==> src/rtl/croc_pkg.sv <==
// Minimal OBI subordinate channel types used as the default request/response
// types of the user-domain peripherals.
package croc_pkg;

   localparam int unsigned SbrObiIdWidth = 4;

   typedef struct packed {
      logic [31:0]              addr;
      logic                     we;
      logic [3:0]               be;
      logic [31:0]              wdata;
      logic [SbrObiIdWidth-1:0] aid;
   } sbr_obi_a_chan_t;

   typedef struct packed {
      sbr_obi_a_chan_t a;
      logic            req;
   } sbr_obi_req_t;

   typedef struct packed {
      logic [31:0]              rdata;
      logic [SbrObiIdWidth-1:0] rid;
      logic                     err;
   } sbr_obi_r_chan_t;

   typedef struct packed {
      logic            gnt;
      logic            rvalid;
      sbr_obi_r_chan_t r;
   } sbr_obi_rsp_t;

endpackage

==> src/rtl/user_pkg.sv <==
// User-domain address map plus the edge-detect register map, CTRL bit
// positions and small decode helpers.
package user_pkg;

   // Base of the edge-detect window inside the user domain.
   localparam logic [31:0] UserEdgeDetectAddrOffset = 32'h2000_1000;

   // Word offsets (addr[11:2]) of the edge-detect registers.
   localparam logic [9:0] EdgeCtrlWordOff   = 10'h000;
   localparam logic [9:0] EdgeStatusWordOff = 10'h001;
   localparam logic [9:0] EdgeCountWordOff  = 10'h002;
   localparam logic [9:0] EdgeMaskWordOff   = 10'h003;
   localparam logic [9:0] EdgeLevelWordOff  = 10'h004;

   // CTRL bit positions.
   localparam int unsigned EdgeCtrlEnBit   = 0;
   localparam int unsigned EdgeCtrlRiseBit = 1;
   localparam int unsigned EdgeCtrlFallBit = 2;
   localparam int unsigned EdgeCtrlWidth   = 3;

   typedef enum logic [2:0] {
      EdgeRegCtrl,
      EdgeRegStatus,
      EdgeRegCount,
      EdgeRegMask,
      EdgeRegLevel,
      EdgeRegNone
   } edge_reg_e;

   // Map a word offset onto a register; anything unmapped is EdgeRegNone.
   function automatic edge_reg_e edge_reg_decode(input logic [9:0] word_off);
      edge_reg_e sel;
      case (word_off)
         EdgeCtrlWordOff:   sel = EdgeRegCtrl;
         EdgeStatusWordOff: sel = EdgeRegStatus;
         EdgeCountWordOff:  sel = EdgeRegCount;
         EdgeMaskWordOff:   sel = EdgeRegMask;
         EdgeLevelWordOff:  sel = EdgeRegLevel;
         default:           sel = EdgeRegNone;
      endcase
      return sel;
   endfunction

   // Expand the four byte enables into a 32-bit write mask.
   function automatic logic [31:0] be_to_bitmask(input logic [3:0] be);
      return {{8{be[3]}}, {8{be[2]}}, {8{be[1]}}, {8{be[0]}}};
   endfunction

endpackage

==> src/rtl/sync.sv <==
// Multi-stage flop synchronizer for one asynchronous bit, synchronous reset.
module sync #(
   parameter int unsigned STAGES     = 2,
   parameter bit          ResetValue = 1'b0
) (
   input  logic clk_i,
   input  logic rst_ni,
   input  logic serial_i,
   output logic serial_o
);

   logic [STAGES-1:0] reg_q;
   logic [STAGES-1:0] reg_d;

   // Shift the raw input one stage deeper each cycle.
   always_comb begin
      reg_d = {reg_q[STAGES-2:0], serial_i};
   end

   // Synchronizer chain.
   always_ff @(posedge clk_i) begin
      if (!rst_ni) begin
         reg_q <= {STAGES{ResetValue}};
      end else begin
         reg_q <= reg_d;
      end
   end

   assign serial_o = reg_q[STAGES-1];

endmodule

==> src/rtl/user_edge_detect.sv <==
// Edge-detect peripheral: synchronizes NumInputs async lines, flags qualified
// rising/falling edges in sticky STATUS bits, counts them in a saturating
// COUNT and raises a level interrupt for unmasked pending bits.
// OBI handshake: gnt is req (no backpressure); every granted request gets
// exactly one rvalid in the following cycle carrying the captured aid as rid.
// Reads return state from before any same-cycle write; writes return rdata 0.
module user_edge_detect import user_pkg::*; #(
   parameter int unsigned NumInputs = 8,
   parameter type obi_req_t = croc_pkg::sbr_obi_req_t,
   parameter type obi_rsp_t = croc_pkg::sbr_obi_rsp_t
) (
   input  logic                 clk_i,
   input  logic                 rst_ni,
   input  obi_req_t             obi_req_i,
   output obi_rsp_t             obi_rsp_o,
   input  logic [NumInputs-1:0] edge_i,
   output logic                 irq_o
);

   localparam int unsigned IdW = croc_pkg::SbrObiIdWidth;

   logic [EdgeCtrlWidth-1:0] ctrl_q,   ctrl_d;
   logic [NumInputs-1:0]     status_q, status_d;
   logic [NumInputs-1:0]     mask_q,   mask_d;
   logic [NumInputs-1:0]     prev_q,   prev_d;
   logic [15:0]              count_q,  count_d;
   logic                     irq_q,    irq_d;
   logic                     rvalid_q, rvalid_d;
   logic [IdW-1:0]           rid_q,    rid_d;
   logic [31:0]              rdata_q,  rdata_d;
   logic                     err_q,    err_d;

   logic [NumInputs-1:0] sync_val;
   logic                 req_valid;
   logic                 wr_en;
   edge_reg_e            reg_sel;
   logic [31:0]          byte_mask;
   logic [31:0]          rd_data;
   logic                 rd_err;
   logic [NumInputs-1:0] rise;
   logic [NumInputs-1:0] fall;
   logic [NumInputs-1:0] qual_evt;
   logic [NumInputs-1:0] status_clr;
   logic [5:0]           evt_cnt;
   logic [16:0]          count_sum;
   logic                 unused_req;

   assign unused_req = ^obi_req_i;

   for (genvar i = 0; i < NumInputs; i++) begin : gen_sync
      sync #(
         .STAGES     (2),
         .ResetValue (1'b0)
      ) i_sync (
         .clk_i    (clk_i),
         .rst_ni   (rst_ni),
         .serial_i (edge_i[i]),
         .serial_o (sync_val[i])
      );
   end

   // Decode the bus request and select read data from current register state.
   always_comb begin
      req_valid = obi_req_i.req;
      wr_en     = obi_req_i.req & obi_req_i.a.we;
      reg_sel   = edge_reg_decode(obi_req_i.a.addr[11:2]);
      byte_mask = be_to_bitmask(obi_req_i.a.be);
      rd_err    = (reg_sel == EdgeRegNone);
      rd_data   = '0;
      case (reg_sel)
         EdgeRegCtrl:   rd_data = 32'(ctrl_q);
         EdgeRegStatus: rd_data = 32'(status_q);
         EdgeRegCount:  rd_data = 32'(count_q);
         EdgeRegMask:   rd_data = 32'(mask_q);
         EdgeRegLevel:  rd_data = 32'(sync_val);
         default:       rd_data = '0;
      endcase
   end

   // Edge qualification, register updates and the registered response.
   always_comb begin
      rise     = sync_val & ~prev_q;
      fall     = ~sync_val & prev_q;
      qual_evt = {NumInputs{ctrl_q[EdgeCtrlEnBit]}} &
                 (({NumInputs{ctrl_q[EdgeCtrlRiseBit]}} & rise) |
                  ({NumInputs{ctrl_q[EdgeCtrlFallBit]}} & fall));
      evt_cnt = '0;
      for (int i = 0; i < NumInputs; i++) begin
         evt_cnt = evt_cnt + 6'(qual_evt[i]);
      end

      ctrl_d = ctrl_q;
      if (wr_en && reg_sel == EdgeRegCtrl && obi_req_i.a.be[0]) begin
         ctrl_d = obi_req_i.a.wdata[EdgeCtrlWidth-1:0];
      end

      mask_d = mask_q;
      if (wr_en && reg_sel == EdgeRegMask) begin
         mask_d = (mask_q & ~byte_mask[NumInputs-1:0]) |
                  (obi_req_i.a.wdata[NumInputs-1:0] & byte_mask[NumInputs-1:0]);
      end

      // A same-cycle event re-sets a bit the write is clearing.
      status_clr = '0;
      if (wr_en && reg_sel == EdgeRegStatus) begin
         status_clr = obi_req_i.a.wdata[NumInputs-1:0] & byte_mask[NumInputs-1:0];
      end
      status_d = (status_q & ~status_clr) | qual_evt;

      count_sum = 17'(count_q) + 17'(evt_cnt);
      if (wr_en && reg_sel == EdgeRegCount) begin
         count_d = 16'(evt_cnt);
      end else if (count_sum[16]) begin
         count_d = 16'hFFFF;
      end else begin
         count_d = count_sum[15:0];
      end

      // History always tracks the synchronized input, even while disabled.
      prev_d = sync_val;
      irq_d  = |(status_d & mask_d);

      rvalid_d = req_valid;
      rid_d    = rid_q;
      rdata_d  = rdata_q;
      err_d    = err_q;
      if (req_valid) begin
         rid_d   = obi_req_i.a.aid;
         rdata_d = obi_req_i.a.we ? 32'h0 : rd_data;
         err_d   = rd_err;
      end
   end

   // All state, synchronous active-low reset.
   always_ff @(posedge clk_i) begin
      if (!rst_ni) begin
         ctrl_q   <= '0;
         status_q <= '0;
         mask_q   <= '0;
         prev_q   <= '0;
         count_q  <= '0;
         irq_q    <= 1'b0;
         rvalid_q <= 1'b0;
         rid_q    <= '0;
         rdata_q  <= '0;
         err_q    <= 1'b0;
      end else begin
         ctrl_q   <= ctrl_d;
         status_q <= status_d;
         mask_q   <= mask_d;
         prev_q   <= prev_d;
         count_q  <= count_d;
         irq_q    <= irq_d;
         rvalid_q <= rvalid_d;
         rid_q    <= rid_d;
         rdata_q  <= rdata_d;
         err_q    <= err_d;
      end
   end

   // Response channel: grant is immediate, everything else comes from flops.
   always_comb begin
      obi_rsp_o         = '0;
      obi_rsp_o.gnt     = req_valid;
      obi_rsp_o.rvalid  = rvalid_q;
      obi_rsp_o.r.rdata = rdata_q;
      obi_rsp_o.r.rid   = rid_q;
      obi_rsp_o.r.err   = err_q;
   end

   assign irq_o = irq_q;

endmodule

==> config.mk <==
export PLATFORM = sky130hd
export DESIGN_NAME = user_edge_detect
export DESIGN_NICKNAME = d
export VERILOG_FILES = /design/src/rtl/croc_pkg.sv /design/src/rtl/user_pkg.sv /design/src/rtl/sync.sv /design/src/rtl/user_edge_detect.sv
export SDC_FILE = /design/constraint.sdc
export NUM_CORES = 1
export LEC_CHECK = 0
export CORE_UTILIZATION = 30
export CTS_CLUSTER_SIZE = 30
export DETAILED_ROUTE_END_ITERATION = 12
export PLACE_DENSITY = 0.56
export SYNTH_ARGS = -nofsm -noshare
export SYNTH_HDL_FRONTEND = slang
export SYNTH_SLANG_ARGS = --single-unit
==> constraint.sdc <==
create_clock -name clk_i -period 6.4 [get_ports clk_i]
set_clock_uncertainty 0.2 [all_clocks]
set_input_delay 0.96 -clock clk_i [delete_from_list [all_inputs] [get_ports clk_i]]
set_output_delay 0.96 -clock clk_i [all_outputs]
set_load 0.01 [all_outputs]
==> results.md, run 1 <==
- I/O pin count: 124
- All-layer global routing usage: 15.2%
- Crit path max-delay family: adder cells
- Slowest CP cell: fa_1
- Flop-to-flop setup slack: 930 ps
- Seq/Total Area, Yosys: 43.0%
- HP Class: reg -> reg
- Placer Congestion: 0.799
- FF-to-FF End: count_q[10]
- RSZ-0062 raised after global routing: false
- Critical Path Sink Type: flop
- Dominant synthesized flop cell: dfxtp_1
- Synth area leaders: dfxtp_1 43%, mux2i_1 6.0%, nor2_1 4.9%
- Synth cell count leaders: 82 x dfxtp_1, 50 x nor2_1, 28 x and2_1, 27 x inv_1, 23 x mux2i_1
- CP Max Fanout: 11
- Share of layout cells above drive strength 1: 5.07%
- Slew Limit Headroom: 46.5%
- Largest net degree at the start of global routing: 39
- Async S/R FF share, synth: 0%
- Total CTS buffers: 9
- PwrDens: 227 nW/um2
- Setup Crit Path Kind: reg -> reg
- Average routed wire per standard cell: 14.4 um
- Worst skew pair latency: 340 ps
- Synth warn: 0
- Chip width: 115 um
- Setup WS pre-CTS: 946 ps
- Die ar.: 13,200 um2
- Reg2Reg Launch Point: ctrl_q[0]
- Drt first-iter violations: 155
- Register bit count reported by yosys: 82
- CTS max path bufs: 2
- Port Buffers: 58
- Most used cell along the critical path: fa_1
- Mean Syn Cell Area: 9.12 um2
- Area after DPL: 4470 um2
- Pre-Repair DR Iteration Count: 4
- Worst-case reg-to-reg path depth: 17
- WP data arrival: 5480 ps
- F_max: 0.183 GHz
- Row Count: 40
- Setup Fix Bufs, Post-CTS: 0
- Post-route cell area: 4760 um2
- Cts repair resizes: 0
- Period minus WS final: 5470 ps
- Setup_tns: 0 ps
- Initial Util: 31.2%
- Synth top area share: 43.0%
- Final worst path period share: 85.4%
- Number of enable flip-flop cells after synthesis: 0
- Unique masters post-synth: 48
- Initial antenna violation count: 0
- Static Leak: 1.95 nW
- Placed cell count: 625
- Setup violators final: 0
- Number of max-cap violations: 0
- CP bufs+invs: 2
- Critical Path RT: 6410 ps
- Critical Path, Cell by Cell: and2_1 > a31oi_1 > fa_1 > fa_1 > fa_1 > inv_1 > ha_1 > inv_1 > fa_1 > xnor2_1 > ha_1 > nor2b_1 > o21a_1 > o21ai_0 > nor3_1 > xnor2_1 > a21oi_1
- Critical Path Source Type: flop
- Drt drc: 0
- Syn Inst Count: 418
- Vias after detailed routing: 3,052
- Routed Antenna Nets: 0
- Leading area contributor after synthesis: dfxtp_1
- Area Growth Syn to Fin: 24.7%
- Final Util: 39.0%
- TritonCTS clock tree: yes
- Slew @ Worst Pin: 796 ps
- Post-Layout Cell Count: 641
- Vias in the first global route: 3,018
- First-pass GRT wire length: 15,000 um
- Worst path max stage delay: 550 ps
- Hold EP: gen_sync[0].i_sync.reg_q[1]
- Worst-path clk slew: 60 ps
- Grt ovf: 0
- H-tree depth: 3
- Worst vdd ir: 0.000161 V
- Final Hold Violating Endpoints: 0
- DP HPWL: 6550 um
- Most common cell in the synthesized netlist: dfxtp_1
- Clock root buffer: clkbuf_16
- Status: complete, no violations
- CTS hold repair buffers: 0
- Die H: 115 um
- Detailed-route vias per instance: 4.76
- # diodes: 0
- Worst hold stages: 1
- WL final: 9220 um
- Final net count: 564
- Final worst setup slack: 931 ps
- Max-slew violations: 0
- HP Start: gen_sync[0].i_sync.reg_q[0]
- Clock Sinks: 82
- Synth Cell Area: 3810 um2
- Core ar.: 12,200 um2
-- final cells by class --
type / count / area (um2)
Fill cell: 1247 / 7450
Multi-Input combinational cell: 284 / 1900
Sequential cell: 82 / 1640
Timing Repair Buffer: 62 / 611
Clock buffer: 12 / 256
Tap cell: 168 / 210
Inverter: 29 / 109
Clock inverter: 4 / 26.3
-- placed cells by master (no fill, tap or decap), drive strengths merged, types with 3 or more instances in the layout --
cell type / synthesis / final
nand4: 3 / 3
o22ai: 11 / 11
o2bb2ai: 9 / 9
mux2i: 23 / 23
conb: 1 / 16
buf: 23 / 4
nor3: 3 / 3
ha: 7 / 7
a2bb2oi: 5 / 5
nand3: 11 / 11
o21ai: 11 / 11
xnor2: 7 / 7
nor2b: 5 / 5
and3: 5 / 5
nor2: 50 / 50
a31oi: 13 / 13
fa: 5 / 5
a21oi: 14 / 14
clkdlybuf4s50: 0 / 58
clkinv: 2 / 5
nand2: 12 / 12
dfxtp: 82 / 82
and4b: 7 / 7
inv: 27 / 27
and2: 28 / 28
a22oi: 15 / 15
clkbuf: 15 / 12
-- kinds of logic (layout without fill, tap and decap cells) --
family / count (synthesis) / in the layout / share of synthesized area [%]
and+or+nand+nor: 135 / 135 / 19.5
AOI/OAI and AO/OA: 89 / 89 / 15.8
DFF: 82 / 82 / 43.0
buffers and inverters: 67 / 107 / 8.53
muxes: 23 / 23 / 6.04
adders and majority gates: 12 / 12 / 4.92
xor gates and xnor gates: 9 / 9 / 2.07
other: 1 / 16 / 0.0983
-- per-layer routing --
metal  track usage [%]  share of wire, %
met1              19.6                48
met2              23.5                43
met3              4.48               6.3
met4              6.93               2.3
met5                 0                 0
-- metrics by stage --
step           power (mW)  hold WS, ps
2_1_floorplan       0.573          212
6_report             1.08          232
4_1_cts              1.09          232
3_5_place_dp        0.602          217
5_1_grt              1.12          240
3_3_place_gp        0.601          218
-- report_power, final --
| part | switching (mW) | leakage, nW | internal (mW) |
|---|---|---|---|
| combinational | 0.0344 | 1.14 | 0.0336 |
| clock | 0.205 | 0.139 | 0.283 |
| sequential | 0.00398 | 0.666 | 0.519 |
| total | 0.243 | 1.95 | 0.836 |
-- registers in the layout, summed over array words and instances, names as in the netlist --
name                   flops
count_q                   16
ctrl_q                     3
err_q                      1
gen_sync.i_sync.reg_q     16
irq_o                      1
mask_q                     8
prev_q                     8
rdata_q                   16
rid_q                      4
rvalid_q                   1
status_q                   8
-- worst max path at each step --
stage                          from           to  slack [ps]  cells after the start
after floorplan           ctrl_q[1]  count_q[13]        1600                     18
after global placement    ctrl_q[0]  count_q[10]        1050                     17
after detailed placement  ctrl_q[0]  count_q[11]         950                     17
after CTS                 ctrl_q[0]  count_q[10]         900                     17
after global routing      ctrl_q[0]  count_q[10]         580                     17
final                     ctrl_q[0]  count_q[10]         930                     17
(Power assumes the default switching activity.)
==> run 2, diff against run 1 <==
GPL_ROUTABILITY_DRIVEN = 0   (was not set)
==> results of run 2 <==
No change in the layout: final DEF, timing and power equal those of run 1.
==> run 3, diff against run 2 <==
CTS_CLUSTER_SIZE = 24   (was 30)
==> results of run 3 <==
No change in the layout: final DEF, timing and power equal those of run 1.
